$ cat src/rtl/arb_req_src.sv
// arb_req_src: two-port burst command source in front of a two-requester arbiter.
// Each port queues burst commands, requests the arbiter, plays one burst per grant
// onto a shared output bus, then drops its request until the grant is seen low.
module arb_req_src #(
  parameter int DEPTH = 4,
  parameter int DW    = 8,
  parameter int LW    = 4
) (
  input  logic          clk,
  input  logic          reset,
  input  logic [1:0]    cmd_valid_i,
  output logic [1:0]    cmd_ready_o,
  input  logic [DW-1:0] cmd_data0_i,
  input  logic [DW-1:0] cmd_data1_i,
  input  logic [LW-1:0] cmd_len0_i,
  input  logic [LW-1:0] cmd_len1_i,
  output logic [1:0]    request_o,
  input  logic [1:0]    grant_i,
  output logic          out_valid_o,
  input  logic          out_ready_i,
  output logic          out_port_o,
  output logic [DW-1:0] out_data_o,
  output logic          out_last_o,
  output logic          err_o
);

  localparam int AW = $clog2(DEPTH);
  localparam logic [AW:0]   FULL_CNT = (AW+1)'(DEPTH);
  localparam logic [AW:0]   CNT_ONE  = (AW+1)'(1);
  localparam logic [AW-1:0] PTR_ONE  = AW'(1);
  localparam logic [LW-1:0] BEAT_ONE = LW'(1);

  typedef enum logic [1:0] {
    ST_IDLE    = 2'd0,
    ST_REQ     = 2'd1,
    ST_BURST   = 2'd2,
    ST_RELEASE = 2'd3
  } state_e;

  logic [DW-1:0] cmd_data [2];
  logic [LW-1:0] cmd_len  [2];
  logic [DW-1:0] beat_data [2];
  logic [1:0]    beat_last;
  logic [1:0]    in_burst;
  logic          ready_en_q;
  logic          err_q;

  assign cmd_data[0] = cmd_data0_i;
  assign cmd_data[1] = cmd_data1_i;
  assign cmd_len[0]  = cmd_len0_i;
  assign cmd_len[1]  = cmd_len1_i;

  // Keep cmd_ready low while in reset; it opens on the first edge after release.
  always_ff @(posedge clk or negedge reset) begin
    if (!reset) ready_en_q <= 1'b0;
    else        ready_en_q <= 1'b1;
  end

  // Sticky protocol error: the arbiter must never grant both ports together.
  always_ff @(posedge clk or negedge reset) begin
    if (!reset)         err_q <= 1'b0;
    else if (&grant_i)  err_q <= 1'b1;
  end

  assign err_o = err_q;

  for (genvar gi = 0; gi < 2; gi++) begin : g_port
    localparam int OI = 1 - gi;

    state_e        state_q, state_d;
    logic [AW-1:0] wr_ptr_q, rd_ptr_q;
    logic [AW:0]   count_q;
    logic [LW-1:0] beat_q, beat_d;
    logic [DW-1:0] mem_data [DEPTH];
    logic [LW-1:0] mem_len  [DEPTH];
    logic          full, empty, push, at_last;
    logic [DW-1:0] head_data;
    logic [LW-1:0] head_len;
    logic          port_req, port_burst, port_last, port_pop;
    logic [DW-1:0] port_data;

    assign full      = (count_q == FULL_CNT);
    assign empty     = (count_q == '0);
    assign cmd_ready_o[gi] = ready_en_q & ~full;
    assign push      = cmd_valid_i[gi] & cmd_ready_o[gi];
    assign head_data = mem_data[rd_ptr_q];
    assign head_len  = mem_len[rd_ptr_q];
    assign at_last   = (beat_q == head_len);

    // Command storage; contents need no reset because the pointers define validity.
    always_ff @(posedge clk) begin
      if (push) begin
        mem_data[wr_ptr_q] <= cmd_data[gi];
        mem_len[wr_ptr_q]  <= cmd_len[gi];
      end
    end

    // FIFO pointers and occupancy; a pop only happens on an accepted last beat.
    always_ff @(posedge clk or negedge reset) begin
      if (!reset) begin
        wr_ptr_q <= '0;
        rd_ptr_q <= '0;
        count_q  <= '0;
      end else begin
        if (push)     wr_ptr_q <= wr_ptr_q + PTR_ONE;
        if (port_pop) rd_ptr_q <= rd_ptr_q + PTR_ONE;
        case ({push, port_pop})
          2'b10:   count_q <= count_q + CNT_ONE;
          2'b01:   count_q <= count_q - CNT_ONE;
          default: count_q <= count_q;
        endcase
      end
    end

    // State and beat index registers.
    always_ff @(posedge clk or negedge reset) begin
      if (!reset) begin
        state_q <= ST_IDLE;
        beat_q  <= '0;
      end else begin
        state_q <= state_d;
        beat_q  <= beat_d;
      end
    end

    // Next state: enter a burst only on an exclusive grant while the other port is idle on the bus.
    always_comb begin
      state_d = state_q;
      beat_d  = beat_q;
      case (state_q)
        ST_IDLE: begin
          if (!empty) state_d = ST_REQ;
        end
        ST_REQ: begin
          if (grant_i[gi] && !grant_i[OI] && !in_burst[OI]) begin
            state_d = ST_BURST;
            beat_d  = '0;
          end
        end
        ST_BURST: begin
          if (out_ready_i) begin
            if (at_last) state_d = ST_RELEASE;
            else         beat_d  = beat_q + BEAT_ONE;
          end
        end
        ST_RELEASE: begin
          if (!grant_i[gi]) state_d = ST_IDLE;
        end
        default: state_d = ST_IDLE;
      endcase
    end

    // Per-port outputs: request held through REQ and BURST, beat payload only while bursting.
    always_comb begin
      port_req   = 1'b0;
      port_burst = 1'b0;
      port_last  = 1'b0;
      port_pop   = 1'b0;
      port_data  = '0;
      if (state_q == ST_REQ) port_req = 1'b1;
      if (state_q == ST_BURST) begin
        port_req   = 1'b1;
        port_burst = 1'b1;
        port_last  = at_last;
        port_data  = head_data + DW'(beat_q);
        port_pop   = out_ready_i & at_last;
      end
    end

    assign request_o[gi] = port_req;
    assign in_burst[gi]  = port_burst;
    assign beat_last[gi] = port_last;
    assign beat_data[gi] = port_data;
  end

  // Shared bus: at most one port bursts; everything reads zero when the bus is free.
  always_comb begin
    out_valid_o = |in_burst;
    out_port_o  = in_burst[1];
    out_data_o  = '0;
    out_last_o  = 1'b0;
    if (in_burst[0]) begin
      out_data_o = beat_data[0];
      out_last_o = beat_last[0];
    end else if (in_burst[1]) begin
      out_data_o = beat_data[1];
      out_last_o = beat_last[1];
    end
  end

endmodule

$ cat config.mk
export PLATFORM = sky130hd
export DESIGN_NAME = arb_req_src
export DESIGN_NICKNAME = d
export VERILOG_FILES = /design/src/rtl/arb_req_src.sv
export SDC_FILE = /design/constraint.sdc
export NUM_CORES = 1
export LEC_CHECK = 0
export ABC_AREA = 1
export CAP_MARGIN = 20
export CORE_MARGIN = 2
export CORE_UTILIZATION = 45
export CTS_BUF_LIST = sky130_fd_sc_hd__clkbuf_8 sky130_fd_sc_hd__clkbuf_16
export CTS_CLUSTER_SIZE = 10
export DETAILED_ROUTE_END_ITERATION = 8
export MAX_ROUTING_LAYER = met4
export PLACE_DENSITY_LB_ADDON = 0.08
export SYNTH_ARGS = -nofsm -noshare
export SYNTH_HDL_FRONTEND = slang
export SYNTH_SLANG_ARGS = --single-unit
$ cat constraint.sdc
create_clock -name clk -period 7.2 [get_ports clk]
set_input_delay 1.44 -clock clk [delete_from_list [all_inputs] [get_ports clk]]
set_output_delay 1.44 -clock clk [all_outputs]
set_load 0.1 [all_outputs]
### Yosys cells after proc, flatten, opt, wreduce, memory -nomap -nowiden

Memories as Yosys holds them, arrays and structs flattened.
Index checks and enable logic that the tools add are counted.

| cells by class | value |
|---|---|
| add/sub/neg operators | 12 |
| equal/unequal tests | 26 |
| mux-type cells | 42 |
| bitwise logic cells | 8 |
| reduce and logical (&&, ||, !) cells | 22 |

Operators with widths:

| kind | number |
|---|---|
| two-way mux 8 bit | 4 |
| two-way mux 4 bit | 6 |
| != test 2 bit (second input constant) | 12 |
| two-way mux 2 bit | 10 |
| adder 8 x 4 -> 8 bit | 2 |
| two-way mux 1 bit | 16 |
| case mux 2 bit (4 select lines) | 2 |
| case mux 4 bit (2 select lines) | 2 |
| equality test 2 bit (second input constant) | 6 |
| case mux 3 bit (2 select lines) | 2 |
| AND reduction 5 bit | 2 |
| adder 2 x 1 -> 2 bit (second input constant) | 4 |
| adder 4 x 1 -> 4 bit (second input constant) | 2 |
| equality test 2 x 1 -> 1 bit (second input constant) | 4 |
| equality test 4 bit | 2 |
| AND reduction 4 bit | 2 |
| nonzero test 2 bit | 4 |
| adder 3 x 1 -> 3 bit (second input constant) | 2 |
| bitwise AND 1 bit | 6 |
| equality test 3 bit (second input constant) | 2 |
| zero test 3 bit | 2 |
| subtractor 3 x 1 -> 3 bit (second input constant) | 2 |
| logical AND 1 bit | 4 |
| zero test 1 bit | 4 |
| 4 further kinds | 6 |

| storage, ports and cells | value |
|---|---|
| bits in registers | 28 |
| RAM bits | 96 |
| input bits | 31 |
| logic and storage cells | 126 |
| memories | 4 |

Memory list:

| name | depth | bits a word | read ports | clocked after Yosys merged registers in | write ports | RTL line | RTL |
|---|---|---|---|---|---|---|---|
| g_port[0].mem_data | 4 | 8 | 1 | 0 | 1 | 74 | `logic [DW-1:0] mem_data [DEPTH];` |
| g_port[1].mem_data | 4 | 8 | 1 | 0 | 1 | 74 |  |
| g_port[0].mem_len | 4 | 4 | 1 | 0 | 1 | 75 | `logic [LW-1:0] mem_len [DEPTH];` |
| g_port[1].mem_len | 4 | 4 | 1 | 0 | 1 | 75 |  |

### Depth between registers and ports, before layout

Gate-level depths: netlist of the first run.

| depth | value |
|---|---|
| depth in word-level cells | 6 |
| depth in mapped cells | 18 |

### Worst setup path before layout of the first run

No wires, ideal clock.

| timing | value |
|---|---|
| path type | flip-flop to output port |
| from | register g_port[1].state_q[0] |
| to | output port out_data_o[2] |
| data arrival time | 4.164 ns |
| path slack | 1.596 ns |
| stages on the path, launching flop included | 7 |
| buffers on the path | 0 |
| cells stage by stage | dfrtp_1 > inv_1 > ha_1 > inv_1 > nor2_1 > inv_1 > o31ai_1 |

| between the ends | value |
|---|---|
| longest elaborated chain between the ends | 4 |
| elaborated cells on any way between the ends | 5 |

RTL lines:

| what | RTL line | RTL |
|---|---|---|
| from (decl) | 70 | `state_e state_q, state_d;` |
| from (signal assigned) | 121 | `state_q <= state_d;` |
| equality test 2 bit | 161 | `if (state_q == ST_BURST) begin` |
| two-way mux 1 bit | 161 |  |
| via out_port_o | 21 | `output logic out_port_o,` |
| two-way mux 8 bit | 185 | `end else if (in_burst[1]) begin` |
| two-way mux 8 bit | 182 | `if (in_burst[0]) begin` |
| to (decl) | 22 | `output logic [DW-1:0] out_data_o,` |

The timed path passes the listed nets, and every way through them passes these cells.

### Final worst setup path of the first run

| timing | value |
|---|---|
| from | register g_port[1].rd_ptr_q[0] |
| to | output port out_data_o[4] |

| between the ends | value |
|---|---|
| longest elaborated chain between the ends | 5 |

RTL lines:

| what | RTL line | RTL |
|---|---|---|
| from (decl) | 71 | `logic [AW-1:0] wr_ptr_q, rd_ptr_q;` |
| from (signal assigned) | 106 | `if (port_pop) rd_ptr_q <= rd_ptr_q + PTR_ONE;` |
| memory read (4 x 8 bit) | n/a |  |
| adder 8 x 4 -> 8 bit | 165 | `port_data = head_data + DW'(beat_q);` |
| two-way mux 8 bit | 161 |  |
| two-way mux 8 bit | 185 |  |
| two-way mux 8 bit | 182 |  |

No other way between the ends.

==> results of run 1 <==
-- stage by stage --
stage	total power (W)	util	area [µm²]	setup WS (ns)	hold slack [ns]
after floorplan	0.00214	-	6150	1.60	0.468
after global placement	0.00242	0.508	6750	1.98	0.438
after detailed placement	0.00244	0.508	6750	1.90	0.447
after CTS	0.00334	0.555	7370	1.42	0.459
after global routing	0.00354	0.555	7370	1.13	0.474
final	0.00332	0.555	7370	1.43	0.460
-- registers in the layout, summed over array words and instances (netlist names) --
register         flops
g_port.state_q       4
g_port.mem_data     64
ready_en_q           1
g_port.wr_ptr_q      4
g_port.mem_len      32
err_o                1
g_port.count_q       6
g_port.rd_ptr_q      4
g_port.beat_q        8
-- per-layer routing --
layer	track usage	vias to the layer above
li1	-	2146
met1	0.257	1999
met2	0.289	78
met3	0.0484	13
met4	0.0610	0
met5	-	-
-- power breakdown --
part	switching [W]	total, W	internal (W)
sequential	0.000122	0.00101	0.000890
combinational	0.00101	0.00141	0.000404
clock	0.000313	0.000891	0.000578
total	0.00144	0.00332	0.00187
-- cells by family (layout without fill, tap and decap cells) --
kind of cell             Yosys count  in the layout
XOR/XNOR                          12             12
other                              1              1
AND/OR/NAND/NOR                  279            279
flip-flops                       124            124
buffers and inverters             79            145
AO/OA/AOI/OAI                     74             74
adder cells (fa/ha/maj)           34             34
-- critical path, delay by kind of cell, from the launching register on --
family	cells	cell delay, ns
buffers and inverters	3	1.49
adder cells (fa/ha/maj)	2	0.60
AND/OR/NAND/NOR	4	0.33
flip-flops	1	0.86
AO/OA/AOI/OAI	4	0.66
-- cell usage after synthesis (all sizes together) --
cell | count | area share
a211oi | 1 | 0.0012
a21o | 1 | 0.0012
a21oi | 13 | 0.011
a22o | 1 | 0.0014
a31oi | 1 | 0.0010
a32oi | 2 | 0.0028
and3 | 1 | 0.0010
buf | 17 | 0.021
clkbuf | 3 | 0.0018
conb | 1 | 0.00061
dfrtp | 28 | 0.11
edfxtp | 96 | 0.47
fa | 4 | 0.013
ha | 30 | 0.061
inv | 59 | 0.037
nand2 | 158 | 0.099
nand3 | 48 | 0.043
nand3b | 1 | 0.0012
nand4 | 10 | 0.010
nor2 | 57 | 0.037
nor3 | 1 | 0.00081
nor4 | 1 | 0.0010
o211ai | 4 | 0.0049
o21ai | 36 | 0.031
o21bai | 2 | 0.0024
o22ai | 11 | 0.011
o31ai | 2 | 0.0024
or2 | 2 | 0.0020
xnor2 | 3 | 0.0043
xor2 | 9 | 0.013
-- final cells by class --
| type | instances | share of cell area |
|---|---|---|
| multi-input combinational | 400 | 0.298 |
| inverter | 59 | 0.0307 |
| clock buffer | 17 | 0.0577 |
| timing repair buffer | 55 | 0.0716 |
| sequential | 124 | 0.486 |
| tap | 176 | 0.0299 |
| clock inverter | 14 | 0.0265 |
-- path summary, 6_finish.rpt --
kind,cells after the start,endpoint,from
min,1,err_o,err_o
min reg2reg,1,err_o,err_o
max in group asynchronous,2,g_port[1].beat_q[0],reset
min in group asynchronous,2,g_port[0].wr_ptr_q[1],reset
max,13,out_data_o[4],g_port[1].rd_ptr_q[0]
max reg2reg,16,g_port[1].count_q[2],g_port[1].rd_ptr_q[0]
==> impl_metrics.py, run 1 <==
metrics = {
    "clock_network": {
        "clock_latency_ns": 0.41,
        "clkSlewWorstSetupHoldPaths_ns": 0.06,
        "post_cts.resized_instances": 0,
        "cts_made_buffers": 17,
        "cts.repair_timing.setup_buffer_count": 0,
        "root_buffer": "sky130_fd_sc_hd__clkbuf_16",
        "cts_htree_levels": 4,
        "cts-hold-fix-buffers": 0,
        "cts_max_path_buffers": 2,
        "clock_sink_count": 124,
        "clock_tree_from_tritoncts": "yes",
    },
    "synth": {
        "syn_avg_cell_area_um2": 10.2,
        "synth_top_family_by_area": "simple AND/OR/NAND/NOR gates",
        "synthesis.instances": 603,
        "synth_area_um2": 6150,
        "synthXorXnorAreaFrac": 0.0171,
        "ys_seq_elements": 124,
        "post_synth_and_or_nand_nor_area_fraction": 0.196,
        "arithmetic_cell_share_of_the_synthesized_area_counting_full_adders_half_adders_and_majority_gates": 0.0741,
        "synth_compound_gate_area_share": 0.0698,
        "synth_fp_nets": 668,
        "synthMuxAreaShare": 0,
        "yosysUniqueCellTypes": 40,
        "synth-seq-area-share": 0.583,
        "ys_warn_count": 0,
    },
    "finish": {
        "n_fill_cell": 1142,
        "final_layout_net_count": 722,
        "multi_input_area_um2": 2200,
        "layout_commonest_cell": "sky130_fd_sc_hd__nand2_1",
        "diodes": 0,
        "post_synthesis_to_final_layout_area_growth_pct": 19.9,
        "seq_area_um2": 3580,
        "post_layout_nonfiller_instances": 845,
        "drive_above_1_share": 0.0987,
        "final_cell_mix": "sky130_fd_sc_hd__nand2_1 (152), sky130_fd_sc_hd__edfxtp_1 (96), sky130_fd_sc_hd__inv_1 (54), sky130_fd_sc_hd__nor2_1 (51), sky130_fd_sc_hd__clkdlybuf4s50_1 (46)",
    },
    "sta": {
        "layout_worst_path_cycle_share": 0.802,
        "endpoints_failing_setup": 0,
        "clock-skew-final_ns": 0.00618,
        "slew_headroom": 0.342,
        "setup_tns_ns": 0,
        "hold_violations": 0,
        "rsz0062_at_grt": "no",
        "finalCriticalPeriod_ns": 5.77,
        "max_freq_mhz": 173,
        "maxSlewViolCount": 0,
        "tightest_slew_ns": 0.984,
    },
    "route": {
        "detail-route-antenna-nets": 0,
        "top_layer_used": "met4",
        "drt_first_pass_iters": 4,
        "detail_route.wl_per_cell_um": 14.7,
        "met3_wirelength_um": 529,
        "routed-wl-met2_um": 5690,
        "post_drt_via_cell_ratio": 5.01,
        "drc": 0,
        "routed_metal_1_wire_length_um": 6020,
        "detailedRoute.firstIterationViolations": 283,
        "detail_route.wirelength_um": 12400,
        "via_count": 4236,
    },
    "die": {
        "core_area_um2": 13300,
        "initial_utilization": 0.462,
        "floorplan.die.width_um": 121,
        "die-height_um": 121,
        "num_rows": 42,
        "ioPinCount": 47,
        "die_area_um2": 14600,
    },
    "global_routing": {
        "grt_first_pass_wirelength_um": 20800,
        "vias_in_the_first_global_route": 4206,
        "grt_start_max_net_pins": 29,
        "initial_antenna_violation_count": 0,
        "grt_overflow_total": 0,
        "globalRouteTotalUtil": 0.192,
    },
    "place": {
        "gpl.final_weighted_congestion": 0.799,
        "placedCellCount": 814,
        "hpwlAfterDp_um": 8230,
        "port_buffers": 46,
    },
    "worst_setup_path": {
        "path_max_fanout": 27,
        "arrival_ns": 4.33,
        "critical_path_required_ns": 5.76,
        "regToRegSetupSlack_ns": 4.02,
        "worstSetupPathType": "register to output port",
        "critPathMaxStageDelay_ns": 1.17,
        "critical_path.slowest_cell": "sky130_fd_sc_hd__clkdlybuf4s50_1",
        "timing.critical_path.to_type": "output port",
        "cell_by_cell_listing_of_the_critical_path": "inv_4 -> o21ai_0 -> o22ai_1 -> ha_1 -> fa_1 -> nand2_1 -> inv_1 -> o21ai_0 -> nand2_1 -> nand2_1 -> nand2_1 -> o22ai_1 -> clkdlybuf4s50_1",
        "kind_of_start_point_of_the_critical_path": "register",
        "critical_path.most_common_cell": "sky130_fd_sc_hd__nand2_1",
    },
    "power": {
        "static-leakage-power_nw": 3.08,
        "power_density_nw_per_um2": 450,
        "ir_worst_vdd_mv": 0.781,
    },
    "status": {
        "status": "complete, no violations",
    },
    "worst_hold_path": {
        "worstHoldPathType": "register to register",
    },
    "run": {
        "drv_cap": 0,
    },
}
(Power assumes the default switching activity.)
==> inputs of run 2 (changes only) <==
==> constraint.sdc (replaced) <==
create_clock -name clk -period 5.4 [get_ports clk]
set_input_delay 1.08 -clock clk [delete_from_list [all_inputs] [get_ports clk]]
set_output_delay 1.08 -clock clk [all_outputs]
set_load 0.1 [all_outputs]
==> run 2 against run 1 <==
Compared with the run above:
- count of clock-buffer cells in the layout stayed put
- sequential power is 30% higher
- worst hold slack worse by 0.00064 ns
- flip-flop and latch count stayed put
- critical endpoint is now out_data_o[0]
- largest power group unchanged
==> impl_metrics.py, run 2 (same netlist as run 1, synthesis figures left out) <==
metrics = {
    "route": {
        "detail_route.wl_per_cell_um": 14.5,
        "detail_route.wirelength_um": 12300,
        "detail-route-antenna-nets": 0,
        "post_drt_via_cell_ratio": 5.05,
        "via_count": 4285,
        "drt_first_pass_iters": 5,
        "drc": 0,
        "detailedRoute.firstIterationViolations": 210,
    },
    "clock_network": {
        "cts_htree_levels": 4,
        "cts_max_path_buffers": 2,
        "clock_latency_ns": 0.42,
        "cts-hold-fix-buffers": 0,
        "clkSlewWorstSetupHoldPaths_ns": 0.06,
        "post_cts.resized_instances": 0,
        "cts.repair_timing.setup_buffer_count": 0,
        "root_buffer": "sky130_fd_sc_hd__clkbuf_16",
        "clock_sink_count": 124,
        "clock_tree_from_tritoncts": "yes",
        "cts_made_buffers": 17,
    },
    "global_routing": {
        "vias_in_the_first_global_route": 4097,
        "grt_first_pass_wirelength_um": 20100,
        "grt_overflow_total": 0,
        "globalRouteTotalUtil": 0.188,
        "initial_antenna_violation_count": 0,
        "grt_start_max_net_pins": 29,
    },
    "sta": {
        "clock-skew-final_ns": 0.0104,
        "finalCriticalPeriod_ns": 4.49,
        "hold_violations": 0,
        "max_freq_mhz": 223,
        "rsz0062_at_grt": "no",
        "endpoints_failing_setup": 0,
        "layout_worst_path_cycle_share": 0.832,
        "finalHoldWorstSlack_ns": 0.459,
        "slew_headroom": 0.340,
        "setup_tns_ns": 0,
        "fin_ws_ns": 0.910,
        "tightest_slew_ns": 0.986,
        "maxSlewViolCount": 0,
    },
    "power": {
        "share_comb_of_total_power": 0.436,
        "clockPowerShare": 0.265,
        "ir_worst_vdd_mv": 0.865,
        "cellInternalPower_w": 0.00245,
        "fraction_of_power_consumed_by_sequential_logic": 0.299,
        "switching_power_w": 0.00195,
        "static-leakage-power_nw": 3.11,
        "net_switching_share_of_the_total_power": 0.443,
        "power_density_nw_per_um2": 598,
        "report.power.total_w": 0.00440,
    },
    "place": {
        "placedCellCount": 816,
        "dp_slack_ns": 1.39,
        "gpl.final_weighted_congestion": 0.790,
        "hpwlAfterDp_um": 8470,
        "port_buffers": 46,
    },
    "worst_setup_path": {
        "critical_path_required_ns": 4.32,
        "timing.critical_path.to_type": "output port",
        "kind_of_start_point_of_the_critical_path": "register",
        "worstSetupPathType": "register to output port",
        "path_max_fanout": 13,
        "critical_path.slowest_cell": "sky130_fd_sc_hd__clkdlybuf4s50_1",
        "critical_path.most_common_cell": "sky130_fd_sc_hd__inv_1",
        "arrival_ns": 3.41,
        "critPathMaxStageDelay_ns": 1.15,
        "cell_by_cell_listing_of_the_critical_path": "inv_1 -> ha_1 -> inv_1 -> nor2_1 -> a22o_1 -> clkdlybuf4s50_1",
    },
    "die": {
        "die-height_um": 121,
        "initial_utilization": 0.462,
        "core_area_um2": 13300,
        "floorplan.die.width_um": 121,
        "ioPinCount": 47,
        "num_rows": 42,
        "die_area_um2": 14600,
    },
    "finish": {
        "post_synthesis_to_final_layout_area_growth_pct": 19.7,
        "n_fill_cell": 1163,
        "post_layout_nonfiller_instances": 848,
        "drive_above_1_share": 0.113,
        "regMostFlops": "g_port.mem_data",
        "final_cell_mix": "sky130_fd_sc_hd__nand2_1 (152), sky130_fd_sc_hd__edfxtp_1 (96), sky130_fd_sc_hd__inv_1 (53), sky130_fd_sc_hd__nor2_1 (51), sky130_fd_sc_hd__nand3_1 (43)",
        "layout_top_registers": "g_port.mem_data (64), g_port.mem_len (32), g_port.beat_q (8)",
        "diodes": 0,
        "layout_commonest_cell": "sky130_fd_sc_hd__nand2_1",
        "final_layout_net_count": 724,
        "largest_register_ffs": 64,
    },
    "worst_hold_path": {
        "worstHoldPathType": "register to register",
    },
    "status": {
        "status": "complete, no violations",
    },
    "run": {
        "drv_cap": 0,
    },
}
## run 2: cell count changes in the layout (fill, tap and decap cells not counted)
cell,delta
sky130_fd_sc_hd__clkinv_1,+2
sky130_fd_sc_hd__buf_4,+10
sky130_fd_sc_hd__bufinv_16,-1
sky130_fd_sc_hd__clkinvlp_4,-2
sky130_fd_sc_hd__inv_1,-1
sky130_fd_sc_hd__clkdlybuf4s50_1,-8
sky130_fd_sc_hd__clkinv_4,-2
sky130_fd_sc_hd__inv_8,+1
sky130_fd_sc_hd__inv_6,+4
## run 2: routing by layer
metal  wire length (µm)  track usage
met1               6010        0.252
met2               5790        0.282
met3                410       0.0493
met4                109       0.0589
met5                  0            -
## run 2: cell type report
class                   instances  area (µm²)  share of cell area
flip-flops and latches        124        3580               0.487
clock inverters                15         183              0.0248
clock buffers                  17         425              0.0578
inverters                      59         226              0.0308
well taps                     176         220              0.0299
multi-input cells             400        2200               0.298
repair buffers                 57         523              0.0711
## run 2: final timing paths
check                                           start              endpoint  slack (ns)  depth (start not counted)
worst max-delay path             g_port[1].state_q[0]         out_data_o[0]        0.91                          6
worst min-delay path                            err_o                 err_o        0.46                          1
worst max register to register  g_port[1].rd_ptr_q[1]  g_port[1].count_q[2]        2.52                         16
worst min register to register                  err_o                 err_o        0.46                          1
max in group asynchronous                       reset  g_port[0].state_q[1]        4.06                          2
min in group asynchronous                       reset  g_port[0].state_q[0]        1.06                          2
## run 2: power groups by stage
| stage | sequential, W | clock, W | combinational, W |
|---|---|---|---|
| after floorplan | 0.00128 | 0 | 0.00157 |
| after global placement | 0.00133 | 0 | 0.00190 |
| after detailed placement | 0.00133 | 0 | 0.00192 |
| after CTS | 0.00132 | 0.00119 | 0.00193 |
| after global routing | 0.00134 | 0.00124 | 0.00212 |
| final | 0.00131 | 0.00117 | 0.00192 |
## run 2: critical path, delay by kind of cell (launching register included)
kind                     cells  cell delay (ns)
buffers and inverters        3             1.45
adder cells (fa/ha/maj)      1             0.47
flip-flops                   1             0.41
AND/OR/NAND/NOR              1             0.41
AO/OA/AOI/OAI                1             0.25
## run 2: stage by stage
stage / util / area [µm²]
after global placement: 0.507 / 6740
after detailed placement: 0.508 / 6750
final: 0.553 / 7360
after global routing: 0.553 / 7360
after floorplan: - / 6150
after CTS: 0.553 / 7360
